## src/rtl/collatz_pkg.sv

```systemverilog
// Shared types and defaults for the Collatz sequence generator.
// Holds the FSM state encoding and the default data width.
package collatz_pkg;

    localparam int DEFAULT_WIDTH = 32;

    typedef enum logic [1:0] {
        IDLE = 2'd0,
        RUN  = 2'd1,
        DONE = 2'd2
    } state_t;

endpackage

```

## src/rtl/collatz_step.sv

```systemverilog
// One Collatz step: halve an even value, or form 3x+1 for an odd value.
// Purely combinational, no latency; no flow control.
// Flags x==1 and a 3x+1 result that does not fit the signed WIDTH range.
module collatz_step
    import collatz_pkg::*;
#(
    parameter int WIDTH = DEFAULT_WIDTH
) (
    input  logic signed [WIDTH-1:0] x,
    output logic signed [WIDTH-1:0] next,
    output logic                    is_one,
    output logic                    ovf
);

    localparam logic signed [WIDTH+1:0] MAX_POS = {3'b000, {(WIDTH-1){1'b1}}};
    localparam logic signed [WIDTH+1:0] ONE_EXT = {{(WIDTH+1){1'b0}}, 1'b1};
    localparam logic        [WIDTH-1:0] ONE     = {{(WIDTH-1){1'b0}}, 1'b1};

    logic signed [WIDTH+1:0] x_ext;
    logic signed [WIDTH+1:0] tripled;

    always_comb begin
        x_ext   = {{2{x[WIDTH-1]}}, x};
        // Two guard bits keep 3x+1 exact so the range test is a plain compare.
        tripled = x_ext + (x_ext <<< 1) + ONE_EXT;
        is_one  = (x == ONE);
        next    = x >>> 1;
        ovf     = 1'b0;
        if (x[0]) begin
            next = tripled[WIDTH-1:0];
            ovf  = !is_one && (tripled > MAX_POS);
        end
    end

endmodule

```

## src/rtl/collatz_gen.sv

```systemverilog
// Collatz sequence producer: latches n on _start and emits n, next(n), ..., 1.
// Latency: first element one cycle after the accepting edge, then one per cycle.
// No backpressure; _start is ignored while a sequence is running.
module collatz_gen
    import collatz_pkg::*;
#(
    parameter int WIDTH = DEFAULT_WIDTH
) (
    input  logic                    _clock,
    input  logic                    _reset,
    input  logic                    _start,
    input  logic signed [WIDTH-1:0] n,
    output logic signed [WIDTH-1:0] _out0,
    output logic                    _valid,
    output logic                    _done,
    output logic                    _overflow
);

    state_t                  state;
    logic signed [WIDTH-1:0] cur;
    logic                    valid_r;
    logic                    done_r;
    logic                    ovf_r;

    logic signed [WIDTH-1:0] step_next;
    logic                    step_is_one;
    logic                    step_ovf;

    collatz_step #(
        .WIDTH (WIDTH)
    ) u_step (
        .x      (cur),
        .next   (step_next),
        .is_one (step_is_one),
        .ovf    (step_ovf)
    );

    always_ff @(posedge _clock) begin
        if (_reset) begin
            state   <= IDLE;
            cur     <= '0;
            valid_r <= 1'b0;
            done_r  <= 1'b0;
            ovf_r   <= 1'b0;
        end else begin
            case (state)
                IDLE, DONE: begin
                    if (_start) begin
                        ovf_r <= 1'b0;
                        if (n[WIDTH-1] || (n == '0)) begin
                            cur     <= '0;
                            valid_r <= 1'b0;
                            done_r  <= 1'b1;
                            state   <= DONE;
                        end else begin
                            cur     <= n;
                            valid_r <= 1'b1;
                            done_r  <= 1'b0;
                            state   <= RUN;
                        end
                    end
                end
                RUN: begin
                    if (step_is_one) begin
                        valid_r <= 1'b0;
                        done_r  <= 1'b1;
                        state   <= DONE;
                    end else if (step_ovf) begin
                        // Keep the last representable element on _out0 for inspection.
                        valid_r <= 1'b0;
                        done_r  <= 1'b1;
                        ovf_r   <= 1'b1;
                        state   <= DONE;
                    end else begin
                        cur     <= step_next;
                        valid_r <= 1'b1;
                    end
                end
                default: begin
                    state   <= IDLE;
                    valid_r <= 1'b0;
                    done_r  <= 1'b0;
                end
            endcase
        end
    end

    // The final element 1 is flagged done in the same cycle it is presented.
    assign _out0     = cur;
    assign _valid    = valid_r;
    assign _done     = done_r | (valid_r && step_is_one);
    assign _overflow = ovf_r;

endmodule

```

## config.mk

```make
export PLATFORM = sky130hd
export DESIGN_NAME = collatz_gen
export DESIGN_NICKNAME = d
export VERILOG_FILES = /design/src/rtl/collatz_pkg.sv /design/src/rtl/collatz_step.sv /design/src/rtl/collatz_gen.sv
export SDC_FILE = /design/constraint.sdc
export NUM_CORES = 1
export LEC_CHECK = 0
export CAP_MARGIN = 20
export CORE_ASPECT_RATIO = 1.2
export CORE_MARGIN = 2
export CORE_UTILIZATION = 60
export DETAILED_ROUTE_END_ITERATION = 12
export GPL_TIMING_DRIVEN = 1
export PLACE_DENSITY = 0.95
export SLEW_MARGIN = 10
export SYNTH_ARGS = -nofsm -noshare
export SYNTH_HDL_FRONTEND = slang
export SYNTH_SLANG_ARGS = --single-unit
```

## constraint.sdc

```tcl
create_clock -name _clock -period 5.2 [get_ports _clock]
set_input_delay 0.78 -clock _clock [delete_from_list [all_inputs] [get_ports _clock]]
set_output_delay 0.78 -clock _clock [all_outputs]
set_load 0.005 [all_outputs]
```

* Word level (Yosys, flattened, before mapping)
Index checks and enable logic that the tools add are counted.
** Storage, ports and cells
- Flip-flop bits (word level) :: 37
- Bits of input ports :: 35
- Output and inout port bits :: 35
- Logic and storage cells :: 56
** Cells by class
- $add $sub $neg :: 2
- Magnitude comparators :: 1
- Equality and inequality tests :: 9
- Muxes and demuxes :: 25
- Bitwise logic cells :: 1
- Reductions and logical operators :: 12
** Operator list (count)
- $mux W32 :: 5
- $pmux W32 S2 :: 1
- $add A32 B33 Y34 :: 1
- $add A34 B2 Y34 const B :: 1
- $gt A34 B32 Y1 const B :: 1
- $eq A32 B1 Y1 const B :: 1
- $logic_not A32 Y1 :: 1
- $mux W1 :: 11
- $ne A2 B2 Y1 const B :: 5
- $mux W2 :: 4
- $reduce_and A4 Y1 :: 2
- $pmux W1 S2 :: 3
- $reduce_and A5 Y1 :: 1
- $pmux W2 S2 :: 1
- $ne A3 B3 Y1 const B :: 1
- $eq A2 B1 Y1 const B :: 1
- $eq A2 B2 Y1 const B :: 1
- $logic_and A1 B1 Y1 :: 2
- $logic_not A2 Y1 :: 1
- $reduce_and A2 Y1 :: 1
- $reduce_bool A2 Y1 :: 1
- $reduce_or A2 Y1 :: 1
- $logic_not A1 Y1 :: 1
- $logic_or A1 B1 Y1 :: 1
- $or A1 B1 Y1 :: 1

* Logic depth before layout (Yosys ltp)
- Depth in word-level cells :: 8
- Gate-level depth with buffers :: 13
- Gate-level depth less buffers :: 10

* Hierarchy
A second synthesis with hierarchy kept.
** Unflattened totals
- Cells, all modules :: 585
- Area total of the unflattened synthesis :: 4405.5 µm²
** Modules (own cells, without submodules)
- collatz_step :: times used 1, cells each 369, area an instance 2468.6 µm², seq. area each 0.0 µm²
- collatz_gen :: times used 1, cells each 216, area an instance 1936.9 µm², seq. area each 720.7 µm²

* Worst setup path before layout
Ideal clock, no wire load.
- Path type :: input-to-reg
- Start :: input port n[25]
- End :: register cur[22], in the netlist _out0[22]
- Library setup time :: 0.135 ns
- Arrival time :: 2.667 ns
- Required time :: 5.065 ns
- Path slack :: 2.397 ns
- Stages :: 8
- Buffers on the path :: 2
- Cells stage by stage :: or4_1 nor4_1 a41oi_1 and2_1 clkbuf_1 clkbuf_1 a221oi_1 a211oi_1
** Between the ends
- Word-level cells in the longest chain between the ends :: 5
** RTL lines
- start: declaration :: line collatz_gen.sv:12 : input logic signed [WIDTH-1:0] n,
- $logic_not A32 Y1 :: line collatz_gen.sv:50 : if (n[WIDTH-1] || (n == '0)) begin
- $logic_or A1 B1 Y1 :: line collatz_gen.sv:50
- $mux W32 :: line collatz_gen.sv:50
- $mux W32 :: line collatz_gen.sv:48 : if (_start) begin
- $pmux W32 S2 :: line collatz_gen.sv:46 : case (state)
- end signal: assignment :: line collatz_gen.sv:56 : cur <= n;
- end signal: assignment :: line collatz_gen.sv:75 : cur <= step_next;
- end: declaration :: line collatz_gen.sv:20 : logic signed [WIDTH-1:0] cur;
Every way passes these cells. The select of a mux whose other input is x is not followed.
A chain may end at the register's enable or synchronous reset.

* Worst setup path after layout
- Start :: register cur[18], in the netlist _out0[18]
- End :: register cur[4], in the netlist _out0[4]
** Between the ends
- Word-level cells in the longest chain between the ends :: 7
- Elaborated cells between the ends (all ways) :: 10
- Classes of those cells :: 2 x add/sub; 1 x order compare; 3 x eq/ne; 1 x mux; 3 x reduce/logical
** RTL lines
- $add A32 B33 Y34 :: line collatz_step.sv:25 : tripled = x_ext + (x_ext <<< 1) + ONE_EXT;
- $add A34 B2 Y34 :: line collatz_step.sv:25
- $gt A34 B32 Y1 :: line collatz_step.sv:31 : ovf = !is_one && (tripled > MAX_POS);
- $logic_and A1 B1 Y1 :: line collatz_step.sv:31
- $mux W1 :: line collatz_step.sv:29 : if (x[0]) begin
- $ne A2 B2 Y1 (no source line)
- $reduce_and A4 Y1 (no source line) (*)
Every way passes the cells marked *; elsewhere a longest branch is shown, timed or not.

==> flow_summary_export.csv <==
group,metric,value,unit
outcome,run_status,"finished, final reports clean",
synthesis,synth_adder_area_share,0.143,
power,static-leakage-power,0.00199,uW
worst_setup_path,criticalPathCategory,"reg -> reg",
clocking,clockBufferDepth,2,
synthesis,synth_fp_nets,697,
synthesis,synthXorXnorAreaFrac,0.0237,
drt,viasPerCell,7.16,
synthesis,avgSynthCellArea,7.24,sq um
cells_and_area,layout-drive-gt1-share,0.0518,
timing,worst_slew_pin_slew,0.958,ns
timing,finalCritPeriodShare,0.754,
synthesis,synth.ff_latch_count,36,
timing,layout_min_cycle_time,3.92,ns
drt,detail-route-antenna-nets,0,
power,vdd.ir_drop.worst,0.000157,V
worst_setup_path,endpoint_kind,"register",
cells_and_area,nets,740,
synthesis,commonest_register_cell_after_synthesis,"dfxtp_1",
drt,firstDrtPassIters,6,
power,cellPowerDensity,212,nW/um^2
clocking,worst_setup_hold_path_clk_slew,0.09,ns
clocking,hold_buffers,0,
worst_setup_path,worst_setup_path_start_kind,"register",
floorplanning,die_y,98.1,um
floorplanning,floorplan.initialDensity,0.616,
synthesis,netlist_area,4430,sq um
clocking,cts_repair_resizes,0,
global_routing,global_route_total_overflow,0,
worst_hold_path,worst_hold_class,"reg -> reg",
drt,detailedRoute.firstIterationViolations,613,
drt,drc_errors,0,
synthesis,synthDistinctLibCells,65,
synthesis,postSynth.asyncResetShare,0,
synthesis,post_synth_and_or_nand_nor_area_fraction,0.215,
clocking,numCtsBuffers,5,
global_routing,globalRouteTotalUtil,0.404,
place,io_buffer_count,69,
floorplanning,die_width,82.5,um
cells_and_area,final_cell_area,5180,sq um
floorplanning,row_count,34,
floorplanning,ioPinCount,70,
worst_setup_path,worst-path-max-fanout,17,
synthesis,synthesis.yosys.warnings,0,
floorplanning,die-area,8090,sq um
global_routing,grt_first_pass_wirelength,25400,um
cells_and_area,final_core_utilization,0.721,
clocking,clockRootBuffer,"clkbuf_8",
worst_setup_path,timing.critical_path.arrival,4.11,ns
clocking,clkLatencyLatePin,0.30,ns
drt,detail_route.wirelength,16000,um
clocking,cts-htree-levels,2,
place,dpl.hpwl,11600,um
timing,rsz_0062_raised_after_global_routing,"no",
synthesis,synth.mux.area_fraction,0.0353,
drt,num_vias,5343,
cells_and_area,syn2layout_area_growth,17.0,%
synthesis,postSynthCellCount,612,
cells_and_area,num_antenna_cells,0,
place,gpl.final_weighted_congestion,0.973,
timing,finalMaxSlewViolations,0,
worst_setup_path,r2r_slack,1.28,ns
synthesis,synth_top_family_by_area,"compound AO/OA/AOI/OAI gates",
timing,timing.final.setup_violations,0,
worst_setup_path,worst-endpoint-required,5.39,ns
synthesis,synth.yosys.seq_area_share,0.163,
synthesis,synth_compound_gate_area_share,0.342,
timing,setup_total_negative_slack,0,ns
timing,slew-limit-headroom,0.361,
timing,hold_viol_final,0,
global_routing,antenna_found_initial,0,
floorplanning,core-area,7190,sq um
clocking,tritoncts_num_sinks,36,
clocking,post_cts.repair.setup_buffers,0,
timing,finClkSkew,0.0122,ns
place,place_area,5100,sq um
run,max-cap-violations,0,
synthesis,synth-edff-count,0,
global_routing,number_of_global_route_vias_before_repair,5207,
global_routing,grt_start_max_net_pins,38,
timing,fmax,255,MHz
clocking,cts_tree,"done",
drt,wl_per_cell,21.4,um
final timing paths:
path         startpoint   endpoint  cells past startpoint
min reg2reg   _overflow  _overflow                      2
max           _out0[18]   _out0[4]                     10
max reg2reg   _out0[18]   _out0[4]                     10
min           _overflow  _overflow                      2
power by group:
group / total [uW] / internal [uW] / switching, uW / leakage (uW)
combinational: 537 / 221 / 316 / 0.00165
sequential: 350 / 303 / 47.5 / 0.000297
clock: 212 / 93.7 / 119 / 0.0000479
total: 1100 / 617 / 482 / 0.00199
layout by cell type (no fill, tap or decap), drive strengths merged, types with 17 or more instances in the layout:
cell type and instances:
nand4 21, nand3 17, clkdlybuf4s50 69, a211oi 32
nor2 38, dfxtp 36, o21ai 40, nor3 32
ha 49, nand2 40, a21oi 68, inv 39
synthesized netlist by cell type (all sizes together), types with 3 or more instances:
cell / n / share of area
a211oi: 32 / 0.058
a21o: 13 / 0.022
a21oi: 68 / 0.077
a221o: 3 / 0.0068
a221oi: 5 / 0.011
a31o: 3 / 0.0059
a31oi: 9 / 0.013
and3: 5 / 0.0071
buf: 15 / 0.022
clkbuf: 25 / 0.021
dfxtp: 36 / 0.16
ha: 49 / 0.14
inv: 39 / 0.033
mux2: 5 / 0.013
mux2i: 10 / 0.023
nand2: 40 / 0.034
nand2b: 8 / 0.011
nand3: 17 / 0.019
nand4: 21 / 0.030
nor2: 38 / 0.034
nor2b: 4 / 0.0056
nor3: 32 / 0.036
nor4: 9 / 0.013
o2111ai: 3 / 0.0059
o211a: 3 / 0.0068
o211ai: 12 / 0.020
o21a: 4 / 0.0068
o21ai: 40 / 0.045
o21bai: 8 / 0.014
o31ai: 3 / 0.0051
o41ai: 3 / 0.0059
or3: 7 / 0.0099
or4: 3 / 0.0051
xnor2: 10 / 0.020
cell type report:
cell class              count  area [sq um]
fillers                   610          2010
repair buffers             76           743
inverters                  41           154
clock inverters             3          18.8
clock buffers               5          68.8
well taps                  90           113
multi-input cells         495          3370
flip-flops and latches     36           721
cell families after synthesis:
logic type,count (synthesis)
AND/OR/NAND/NOR,190
adder cells (fa/ha/maj),50
XOR/XNOR,12
multiplexers,15
AO/OA/AOI/OAI,228
flip-flops,36
buffers and inverters,81
through the flow:
stage / hold slack [ns] / total power [uW] / setup WS [ns] / cells
final: 0.527 / 1100 / 1.28 / 746
after floorplan: 0.478 / 685 / 2.40 / 612
after detailed placement: 0.500 / 872 / 1.43 / 738
after CTS: 0.523 / 1080 / 1.41 / 746
after global placement: 0.475 / 862 / 1.57 / 738
after global routing: 0.561 / 1150 / 1.01 / 746
per-layer routing:
layer  part of all wire  vias up  global-route usage
li1                   -     2391                   -
met1               0.37     2484               0.506
met2               0.46      378               0.653
met3               0.10       90              0.0536
met4              0.058        0               0.224
met5                  0        -                   0
state kept, by name (all words and copies together) (netlist names), named ones only:
register   cells
_out0         31
_overflow      1
_valid         1
done_r         1
state          1
critical path: stages, from the launching register on:
cell	delay, ns
dfxtp_1	0.43
inv_1	0.09
ha_1	0.49
nand4_1	0.25
nor3_1	0.48
nand3_1	0.17
o221a_2	0.30
a41oi_2	0.25
o21ba_1	0.73
nor2_4	0.26
a211oi_1	0.35
Power figures use the tool's default switching activity.
